### src/rtl/avalon_data_arbiter_if.sv
// Bus bundle for one requester or the shared Avalon-MM master port.
// The command travels master->slave; busy and response signals travel back.
interface avalon_data_arbiter_if #(
   parameter int unsigned ADDR_W = 32
);
   logic              read;
   logic              write;
   logic [ADDR_W-1:0] addr;
   logic [3:0]        be;
   logic [31:0]       wdata;
   logic              busy;
   logic              rvalid;
   logic              wrespvalid;
   logic [31:0]       rdata;
   logic [1:0]        resp;

   modport master (
      output read, write, addr, be, wdata,
      input  busy, rvalid, wrespvalid, rdata, resp
   );

   modport slave (
      input  read, write, addr, be, wdata,
      output busy, rvalid, wrespvalid, rdata, resp
   );
endinterface

### src/rtl/avalon_data_arbiter.sv
// Two-requester (core, dbg) arbiter onto one pipelined Avalon-MM master with in-order response routing.
// Define ARB_DEBUG_PRIORITY_EN to give dbg strict priority over core instead of round-robin.
module avalon_data_arbiter #(
   parameter int unsigned MAX_OUTSTANDING = 4,
   parameter int unsigned ADDR_W          = 32
) (
   input  logic                  clk_i,
   input  logic                  rst_ni,
   avalon_data_arbiter_if.slave  core,
   avalon_data_arbiter_if.slave  dbg,
   avalon_data_arbiter_if.master m,
   output logic                  orphan_o
);
   localparam int unsigned PW = (MAX_OUTSTANDING > 1) ? $clog2(MAX_OUTSTANDING) : 1;
   localparam int unsigned CW = PW + 1;
   localparam logic [CW-1:0] MAX_CNT = CW'(MAX_OUTSTANDING);

   localparam logic [0:0] S_IDLE = 1'b0;
   localparam logic [0:0] S_HOLD = 1'b1;
   localparam logic OWN_CORE = 1'b0;
   localparam logic OWN_DBG  = 1'b1;

   logic [0:0]                 r_state;
   logic                       r_owner;
   logic                       r_rr;
   logic [CW-1:0]              r_count;
   logic [PW-1:0]              r_head;
   logic [PW-1:0]              r_tail;
   logic [MAX_OUTSTANDING-1:0] r_fifo;
   logic                       r_orphan;

   logic w_core_req;
   logic w_dbg_req;
   logic w_full;
   logic w_empty;
   logic w_sel;
   logic w_grant;
   logic w_accept;
   logic w_resp;
   logic w_pop;
   logic w_head_own;

   assign w_core_req = core.read | core.write;
   assign w_dbg_req  = dbg.read | dbg.write;
   assign w_full     = (r_count == MAX_CNT);
   assign w_empty    = (r_count == '0);

   // HOLD never sees a full FIFO: nothing is pushed between entering HOLD and leaving it.
   always_comb begin
      w_sel   = OWN_CORE;
      w_grant = 1'b0;
      if (r_state == S_HOLD) begin
         w_sel   = r_owner;
         w_grant = r_owner ? w_dbg_req : w_core_req;
      end else if (!w_full) begin
         if (w_core_req && w_dbg_req) begin
`ifdef ARB_DEBUG_PRIORITY_EN
            w_sel = OWN_DBG;
`else
            w_sel = r_rr;
`endif
         end else begin
            w_sel = w_dbg_req;
         end
         w_grant = w_core_req | w_dbg_req;
      end
      w_grant = w_grant & rst_ni;
   end

   assign w_accept = w_grant & ~m.busy;

   always_comb begin
      m.read  = w_grant & (w_sel ? dbg.read  : core.read);
      m.write = w_grant & (w_sel ? dbg.write : core.write);
      m.addr  = w_sel ? dbg.addr  : core.addr;
      m.be    = w_sel ? dbg.be    : core.be;
      m.wdata = w_sel ? dbg.wdata : core.wdata;
   end

   assign core.busy = ~(w_accept & (w_sel == OWN_CORE));
   assign dbg.busy  = ~(w_accept & (w_sel == OWN_DBG));

   assign w_resp     = m.rvalid | m.wrespvalid;
   assign w_pop      = w_resp & ~w_empty & rst_ni;
   assign w_head_own = r_fifo[r_head];

   assign core.rvalid     = w_pop & m.rvalid     & (w_head_own == OWN_CORE);
   assign core.wrespvalid = w_pop & m.wrespvalid & (w_head_own == OWN_CORE);
   assign dbg.rvalid      = w_pop & m.rvalid     & (w_head_own == OWN_DBG);
   assign dbg.wrespvalid  = w_pop & m.wrespvalid & (w_head_own == OWN_DBG);
   assign core.rdata      = m.rdata;
   assign core.resp       = m.resp;
   assign dbg.rdata       = m.rdata;
   assign dbg.resp        = m.resp;

   assign orphan_o = r_orphan;

   always_ff @(posedge clk_i or negedge rst_ni) begin
      if (!rst_ni) begin
         r_state <= S_IDLE;
         r_owner <= OWN_CORE;
         r_rr    <= OWN_CORE;
      end else begin
         case (r_state)
            S_IDLE: begin
               if (w_grant && m.busy) begin
                  r_state <= S_HOLD;
                  r_owner <= w_sel;
               end
            end
            S_HOLD: begin
               if (!w_grant || !m.busy) r_state <= S_IDLE;
            end
            default: r_state <= S_IDLE;
         endcase
         if (w_accept) r_rr <= ~w_sel;
      end
   end

   always_ff @(posedge clk_i or negedge rst_ni) begin
      if (!rst_ni) begin
         r_fifo   <= '0;
         r_head   <= '0;
         r_tail   <= '0;
         r_count  <= '0;
         r_orphan <= 1'b0;
      end else begin
         if (w_accept) begin
            r_fifo[r_tail] <= w_sel;
            r_tail         <= r_tail + 1'b1;
         end
         if (w_pop) r_head <= r_head + 1'b1;
         case ({w_accept, w_pop})
            2'b10:   r_count <= r_count + 1'b1;
            2'b01:   r_count <= r_count - 1'b1;
            default: r_count <= r_count;
         endcase
         if (w_resp && w_empty) r_orphan <= 1'b1;
      end
   end
endmodule

### src/flat_wrapper.sv
// flat-port wrapper written by rule: the top's interface ports become plain ports
module avalon_data_arbiter_flat 
#(
   parameter int unsigned MAX_OUTSTANDING = 4,
   parameter int unsigned ADDR_W          = 32
)
  (clk_i, rst_ni, orphan_o, core_read, core_write, core_addr, core_be, core_wdata, core_busy, core_rvalid, core_wrespvalid, core_rdata, core_resp, dbg_read, dbg_write, dbg_addr, dbg_be, dbg_wdata, dbg_busy, dbg_rvalid, dbg_wrespvalid, dbg_rdata, dbg_resp, m_read, m_write, m_addr, m_be, m_wdata, m_busy, m_rvalid, m_wrespvalid, m_rdata, m_resp);
  avalon_data_arbiter_if #(.ADDR_W(ADDR_W)) core_i ();
  avalon_data_arbiter_if #(.ADDR_W(ADDR_W)) dbg_i ();
  avalon_data_arbiter_if #(.ADDR_W(ADDR_W)) m_i ();
  input  logic clk_i;
  input  logic rst_ni;
  output logic orphan_o;
  input wire logic [$bits(core_i.read)-1:0] core_read;
  input wire logic [$bits(core_i.write)-1:0] core_write;
  input wire logic [$bits(core_i.addr)-1:0] core_addr;
  input wire logic [$bits(core_i.be)-1:0] core_be;
  input wire logic [$bits(core_i.wdata)-1:0] core_wdata;
  output wire logic [$bits(core_i.busy)-1:0] core_busy;
  output wire logic [$bits(core_i.rvalid)-1:0] core_rvalid;
  output wire logic [$bits(core_i.wrespvalid)-1:0] core_wrespvalid;
  output wire logic [$bits(core_i.rdata)-1:0] core_rdata;
  output wire logic [$bits(core_i.resp)-1:0] core_resp;
  input wire logic [$bits(dbg_i.read)-1:0] dbg_read;
  input wire logic [$bits(dbg_i.write)-1:0] dbg_write;
  input wire logic [$bits(dbg_i.addr)-1:0] dbg_addr;
  input wire logic [$bits(dbg_i.be)-1:0] dbg_be;
  input wire logic [$bits(dbg_i.wdata)-1:0] dbg_wdata;
  output wire logic [$bits(dbg_i.busy)-1:0] dbg_busy;
  output wire logic [$bits(dbg_i.rvalid)-1:0] dbg_rvalid;
  output wire logic [$bits(dbg_i.wrespvalid)-1:0] dbg_wrespvalid;
  output wire logic [$bits(dbg_i.rdata)-1:0] dbg_rdata;
  output wire logic [$bits(dbg_i.resp)-1:0] dbg_resp;
  output wire logic [$bits(m_i.read)-1:0] m_read;
  output wire logic [$bits(m_i.write)-1:0] m_write;
  output wire logic [$bits(m_i.addr)-1:0] m_addr;
  output wire logic [$bits(m_i.be)-1:0] m_be;
  output wire logic [$bits(m_i.wdata)-1:0] m_wdata;
  input wire logic [$bits(m_i.busy)-1:0] m_busy;
  input wire logic [$bits(m_i.rvalid)-1:0] m_rvalid;
  input wire logic [$bits(m_i.wrespvalid)-1:0] m_wrespvalid;
  input wire logic [$bits(m_i.rdata)-1:0] m_rdata;
  input wire logic [$bits(m_i.resp)-1:0] m_resp;
  assign core_i.read = core_read;
  assign core_i.write = core_write;
  assign core_i.addr = core_addr;
  assign core_i.be = core_be;
  assign core_i.wdata = core_wdata;
  assign core_busy = core_i.busy;
  assign core_rvalid = core_i.rvalid;
  assign core_wrespvalid = core_i.wrespvalid;
  assign core_rdata = core_i.rdata;
  assign core_resp = core_i.resp;
  assign dbg_i.read = dbg_read;
  assign dbg_i.write = dbg_write;
  assign dbg_i.addr = dbg_addr;
  assign dbg_i.be = dbg_be;
  assign dbg_i.wdata = dbg_wdata;
  assign dbg_busy = dbg_i.busy;
  assign dbg_rvalid = dbg_i.rvalid;
  assign dbg_wrespvalid = dbg_i.wrespvalid;
  assign dbg_rdata = dbg_i.rdata;
  assign dbg_resp = dbg_i.resp;
  assign m_read = m_i.read;
  assign m_write = m_i.write;
  assign m_addr = m_i.addr;
  assign m_be = m_i.be;
  assign m_wdata = m_i.wdata;
  assign m_i.busy = m_busy;
  assign m_i.rvalid = m_rvalid;
  assign m_i.wrespvalid = m_wrespvalid;
  assign m_i.rdata = m_rdata;
  assign m_i.resp = m_resp;
  avalon_data_arbiter #(.MAX_OUTSTANDING(MAX_OUTSTANDING), .ADDR_W(ADDR_W)) u_core (.clk_i(clk_i), .rst_ni(rst_ni), .core(core_i), .dbg(dbg_i), .m(m_i), .orphan_o(orphan_o));
endmodule
### config.mk
export PLATFORM = sky130hd
export DESIGN_NAME = avalon_data_arbiter_flat
export DESIGN_NICKNAME = d
export VERILOG_FILES = /design/src/rtl/avalon_data_arbiter_if.sv /design/src/rtl/avalon_data_arbiter.sv /design/src/flat_wrapper.sv
export SDC_FILE = /design/constraint.sdc
export NUM_CORES = 1
export LEC_CHECK = 0
export ABC_AREA = 1
export CAP_MARGIN = 20
export CORE_AREA = 10 10 117 119
export DETAILED_ROUTE_END_ITERATION = 16
export DIE_AREA = 0 0 127 129
export HOLD_SLACK_MARGIN = 0.06
export PLACE_DENSITY_LB_ADDON = 0.2
export SYNTH_ARGS = -nofsm -noshare
export SYNTH_HDL_FRONTEND = slang
export SYNTH_SLANG_ARGS = --single-unit
### constraint.sdc
create_clock -name clk_i -period 2.1 [get_ports clk_i]
set_clock_uncertainty 0.05 [all_clocks]
set_input_delay 0.21 -clock clk_i [delete_from_list [all_inputs] [get_ports clk_i]]
set_output_delay 0.21 -clock clk_i [all_outputs]
set_load 0.05 [all_outputs]
==> impl_metrics.ini, run 1 <==
[outcome]
status = finished clean

[clocking]
clk_pin_slew_worst_paths_ps = 50
h-tree-depth = 1
hold_buffers = 0
clk_latency_ps = 240
cts_tree = done
numClockSinks = 15
cts_buffer_depth = 2
clockRootBuffer = clkbuf_16
cts_buffers = 3

[power_and_ir_drop]
power.density_nw_per_um2 = 1530
total_power_mw = 8.76
p_leak_nw = 2.70
ir_worst_vdd_uv = 890

[min_path]
worst_hold_path_type = input port to async pin

[placement]
placed_cell_area_um2 = 5100
hpwl_um = 12200
numPortBuffers = 221
gp_congestion = 0.804

[logic_synthesis]
synth_area_um2 = 2310
async_reset_ff_share_pct = 100
post-synth-top-count-cell = nand2_1
synth_cells = 404
synth_top_area_cell = nand2_1
syn_avg_cell_area_um2 = 5.71
synthFlopType = dfrtp_1
yosysSeqAreaShare_pct = 16.3
ys_seq_elements = 15
ys_warn_count = 0
synth_area_leaders = nand2_1 (39%), buf_4 (22%), dfrtp_1 (16%)
synth_cell_type_count = 23
synth-edff-count = 0
synth_common_cells = nand2_1 (237), buf_4 (69), dfrtp_1 (15)
synth_fp_nets = 589
synth_top_area_share_pct = 38.5

[die]
die_h_um = 129
ios = 324
die_w_um = 127
dieArea_um2 = 16400
core_um2 = 11300
row_count = 39
initial_core_util_pct = 20.4

[drt]
drtIter0Drc = 96
ant_nets = 0
first_pass_iters = 4
route.vias.total = 3077
drt-total-wl_um = 14400
wire_per_inst_um = 19.8
via_per_inst = 4.23
route.detailed.drc = 0

[final_layout]
fin_area_um2 = 5710
diodes = 0
area_delta_synth_final_pct = 147
layout-drive-gt1-share_pct = 38.7
finalNetCount = 770

[sta]
finalSetupViolations = 0
rsz0062_at_grt = true
slew-limit-headroom_pct = 66.5
drv_slew = 0
worst_pin_slew_ps = 500
fin_crit_sh_pct = 96.7
min_period_ps = 2030
finalHoldViolations = 0
hold_slack_ps = 339
fmax_ghz = 0.492

[grt]
grt_pass1_vias = 3075
grt-ovfl-total = 0
track_usage_pct = 15.1
grt_max_degree = 53
antenna_found_initial = 0
grt_pass1_wl_um = 19100

[worst_setup_path]
critPathLaunchType = flip-flop
critical_path_required_ps = 1840
critical_path_arrival_ps = 1770
cp-end-kind = primary output
crit_fanout = 6
worstSetupPathType = flip-flop to primary output

[flow_run]
maxCapViolCount = 0
-- critical path: stages (launching register included) --
cell and delay [ps]:
dfrtp_1 380, nor2_2 140, nand2_2 100, buf_6 130
nand3_4 90, nand2_8 90, clkinv_8 90, buf_12 120
buf_8 110, nand2_1 60, nand2_2 70, buf_12 130
-- where the power goes --
group / internal (mW) / leakage, nW / switching [mW]
clock: 0.257 / 0.0382 / 0.110
combinational: 3.60 / 2.49 / 4.28
sequential: 0.415 / 0.181 / 0.0987
-- state kept, by name (all words and copies together), names as in the netlist --
name             flops
u_core.r_tail        2
u_core.r_rr          1
u_core.orphan_o      1
u_core.r_head        2
u_core.r_count       3
u_core.r_fifo        4
u_core.r_owner       1
u_core.r_state       1
-- cell type report --
type / count / area (um^2)
Fill cell: 1099 / 5610
Timing Repair Buffer: 259 / 3430
Multi-Input combinational cell: 291 / 1570
Sequential cell: 15 / 377
Tap cell: 143 / 179
Clock buffer: 4 / 78.8
Inverter: 15 / 68.8
-- through the flow --
| stage | setup slack (ps) | setup TNS (ps) | utilization, % | std cells |
|---|---|---|---|---|
| 6_report | 68.7 | 0 | 50.5 | 727 |
| 3_3_place_gp | -279 | -449 | 45.1 | 714 |
| 3_5_place_dp | -323 | -590 | 45.1 | 714 |
| 4_1_cts | 1.98 | 0 | 46.2 | 720 |
| 2_1_floorplan | 57.6 | 0 | - | 404 |
| 5_1_grt | -35.1 | -671 | 50.5 | 727 |
-- path summary, 6_finish.rpt --
path / slack, ps / startpoint / end / cells past startpoint
worst max-delay path: 70 / u_core.r_count[0]$_DFFE_PN0P_ / m_addr[2] / 11
worst min-delay path: 340 / rst_ni / u_core.r_count[1]$_DFFE_PN0P_ / 2
worst max register to register: 80 / u_core.r_state$_DFF_PN0_ / u_core.r_count[1]$_DFFE_PN0P_ / 10
worst min register to register: 410 / u_core.r_head[1]$_DFFE_PN0N_ / u_core.r_head[1]$_DFFE_PN0N_ / 1
max in group asynchronous: 1510 / rst_ni / u_core.r_fifo[0]$_DFFE_PN0P_ / 2
min in group clk_i: 370 / m_rdata[30] / core_rdata[30] / 0
-- per-layer routing --
layer | vias up | track usage (%) | routed length (um)
met1 | 1342 | 14.9 | 4770
li1 | 1525 | - | -
met2 | 195 | 26.8 | 7420
met5 | - | 1.47 | 27
met3 | 13 | 9.20 | 2030
met4 | 2 | 2.41 | 124
-- placed cells by master, fill, tap and decap left out, types with 3 or more instances in the layout --
cell type	synthesis	routed
buf_6	6	3
nand2_2	3	86
ha_1	5	5
nand2_1	237	148
nor2_1	13	9
buf_4	69	24
clkdlybuf4s50_1	0	141
nand2_4	0	5
nor2_2	3	4
clkbuf_16	0	6
buf_12	0	82
xor2_1	3	3
inv_1	11	11
nand4_1	9	9
nor2_4	0	3
dlymetal6s2s_1	0	4
dfrtp_1	15	14
-- kinds of logic (layout without fill, tap and decap cells) --
group / after synthesis / after routing / synth area share, %
buf+inv: 98 / 278 / 29.5
xor+xnor: 4 / 4 / 1.52
compound gates: 11 / 11 / 2.76
flops: 15 / 15 / 16.3
simple gates: 270 / 270 / 46.3
fa+ha+maj: 6 / 6 / 3.58
-- timing repair --
action	4_1_cts	5_1_grt
setup buffers	2	2
pin swaps	3	16
cloned	0	5
gates resized for setup	13	117
endpoints found under the setup margin	66	70
(Power assumes the default switching activity.)
==> run 2, diff against run 1 <==
==> constraint.sdc (replaced) <==
create_clock -name clk_i -period 2.1 [get_ports clk_i]
set_clock_uncertainty 0.05 [all_clocks]
set_input_delay 0.315 -clock clk_i [delete_from_list [all_inputs] [get_ports clk_i]]
set_output_delay 0.315 -clock clk_i [all_outputs]
set_load 0.05 [all_outputs]
==> run 2 against run 1 <==
  * The flow now finishes with violations (negative setup slack)
  * Sequential power barely moved
  * Fmax fell by 8.0%
  * Register-to-register slack got worse by 80 ps
  * Clock power barely moved
  * Utilization rose by 2.1 points
  * Total power rose by 4.3%
  * Critical path depth did not move
  * Routed wire length rose by 1.1%
  * Non-clock buffer count rose by 3
  * Via count rose by 1.1%
  * Setup slack got worse by 180 ps
  * Critical endpoint is now m_addr[30]
  * Largest cell class unchanged
==> impl_metrics.ini, run 2 (synthesized netlist as in run 1, its figures left out) <==
[outcome]
status = complete, but fails checks
failed_checks = negative setup slack

[worst_setup_path]
ff2ff_path_depth = 12
r2r_end = u_core.r_count[2]$_DFFE_PN0P_
max_stage_delay_ps = 380
crit_path_start = u_core.r_count[1]$_DFFE_PN0P_
cp_top_family = buffers and inverters
worstSetupPathType = flip-flop to primary output
critical_path_required_ps = 1740
cp_cell_sequence = nor2_2, nand2_2, buf_6, nand3_4, nand2_4, buf_8, buf_12, clkbuf_16, nand2_2, nand2_2, buf_12
path_common_cell = nand2_2
r2r_start = u_core.r_count[1]$_DFFE_PN0P_
critPathLaunchType = flip-flop
critPathSlowestCell = dfrtp_1
crit_fanout = 6
crit_end = m_addr[30]
cp-end-kind = primary output
cp.depth = 11
r2r_slack_ps = 0
critical_path_arrival_ps = 1840
worst-path-buf-inv = 5

[clocking]
clockRootBuffer = clkbuf_16
cts_tree = done
cts_buffer_depth = 2
numClockSinks = 15
hold_buffers = 0
cts_buffers = 3
clk_latency_ps = 240
h-tree-depth = 1
clk_pin_slew_worst_paths_ps = 50

[grt]
antenna_found_initial = 0
track_usage_pct = 16.0
grt_pass1_vias = 3281
grt-ovfl-total = 0
grt_pass1_wl_um = 20500
grt_max_degree = 28

[sta]
fmax_ghz = 0.453
rsz0062_at_grt = true
min_period_ps = 2210
finalHoldViolations = 0
timing.final.ws_setup_ps = -109
hold_slack_ps = 104
finalSetupViolations = 62
fin_crit_sh_pct = 105
drv_slew = 0
fin_setup_tns_ps = -3770
slew-limit-headroom_pct = 66.3
worst_pin_slew_ps = 504

[placement]
placed_cell_area_um2 = 5120
dp.cells = 715
hpwl_um = 12000
numPortBuffers = 221
gp_congestion = 0.822
dp_slack_ps = -375

[power_and_ir_drop]
clockPowerShare_pct = 4.0
power.density_nw_per_um2 = 1540
ir_worst_vdd_uv = 886
combPwrFrac_pct = 90.4
switching_share_pct = 51.4
p_seq_share_pct = 5.6
p_leak_nw = 2.86
total_power_mw = 9.14
intPower_mw = 4.44
switchingPower_mw = 4.70

[final_layout]
fin_cells = 730
seqCellArea_um2 = 377
fin_area_um2 = 5950
layout_common_cells = clkdlybuf4s50_1 (140), nand2_1 (131), buf_12 (82), nand2_2 (63), nand2_4 (46)
top_regs = u_core.r_fifo: 4 flops, u_core.r_count: 3 flops
num-fill-cells = 1077
area_delta_synth_final_pct = 158
final_core_util_pct = 52.5
layout-drive-gt1-share_pct = 42.2
final_common_cell = clkdlybuf4s50_1
multi_input_area_um2 = 1780
finalNetCount = 773
largest_register_ffs = 4
regMostFlops = u_core.r_fifo
diodes = 0

[flow_run]
maxCapViolCount = 0

[drt]
route.vias.total = 3111
first_pass_iters = 4
via_per_inst = 4.26
ant_nets = 0
route.detailed.drc = 0
wire_per_inst_um = 19.9
drtIter0Drc = 154
drt-total-wl_um = 14500

[die]
die_h_um = 129
dieArea_um2 = 16400
ios = 324
core_um2 = 11300
die_w_um = 127
initial_core_util_pct = 20.4
row_count = 39

[min_path]
worst_hold_path_type = input port to async pin
## run 2: cell count changes in the layout (fill, tap and decap cells not counted), sizes merged
cell / change
buf: +5
clkbuf: -3
clkdlybuf4s50: -1
dlygate4sd2: +4
dlymetal6s2s: -3
inv: +1
## run 2: cell type report
type	instances	share of cell area, %
sequential	15	6.33
inverter	15	1.03
timing repair buffer	262	58.3
clock inverter	1	0.0842
clock buffer	3	1.26
tap	143	3.01
multi-input combinational	291	30.0
## run 2: routing by layer
| metal | global-route usage (%) | vias to the layer above | share of wire (%) |
|---|---|---|---|
| met5 | 1.47 | - | 0.19 |
| met4 | 2.88 | 2 | 1.5 |
| met3 | 8.67 | 20 | 14 |
| met2 | 28.2 | 194 | 51 |
| met1 | 16.7 | 1373 | 34 |
| li1 | - | 1522 | - |
## run 2: timing repair
action / 4_1_cts / 5_1_grt
resized for setup: 122 / 59
buffers inserted: 2 / 4
pin swaps: 24 / 18
cloned: 4 / 1
setup endpoints to repair: 73 / 74
## run 2: how the worst min path moves through the flow
stage | to | slack (ps) | start | depth (start not counted)
5_1_grt | u_core.r_owner$_DFFE_PN0P_ | 120 | rst_ni | 2
3_3_place_gp | u_core.r_head[1]$_DFFE_PN0N_ | 410 | u_core.r_head[1]$_DFFE_PN0N_ | 1
2_1_floorplan | u_core.orphan_o$_DFFE_PN0P_ | -30 | rst_ni | 0
4_1_cts | u_core.orphan_o$_DFFE_PN0P_ | 430 | u_core.orphan_o$_DFFE_PN0P_ | 1
3_5_place_dp | u_core.orphan_o$_DFFE_PN0P_ | 410 | u_core.orphan_o$_DFFE_PN0P_ | 1
6_report | u_core.r_owner$_DFFE_PN0P_ | 100 | rst_ni | 2
## run 2: power groups by stage
| stage | logic [mW] | clock network, mW | registers [mW] |
|---|---|---|---|
| after detailed placement | 7.17 | 0 | 0.509 |
| after global placement | 7.14 | 0 | 0.506 |
| after CTS | 8.01 | 0.378 | 0.507 |
| final | 8.26 | 0.367 | 0.511 |
| after floorplan | 3.83 | 0 | 0.490 |
| after global routing | 8.70 | 0.390 | 0.534 |
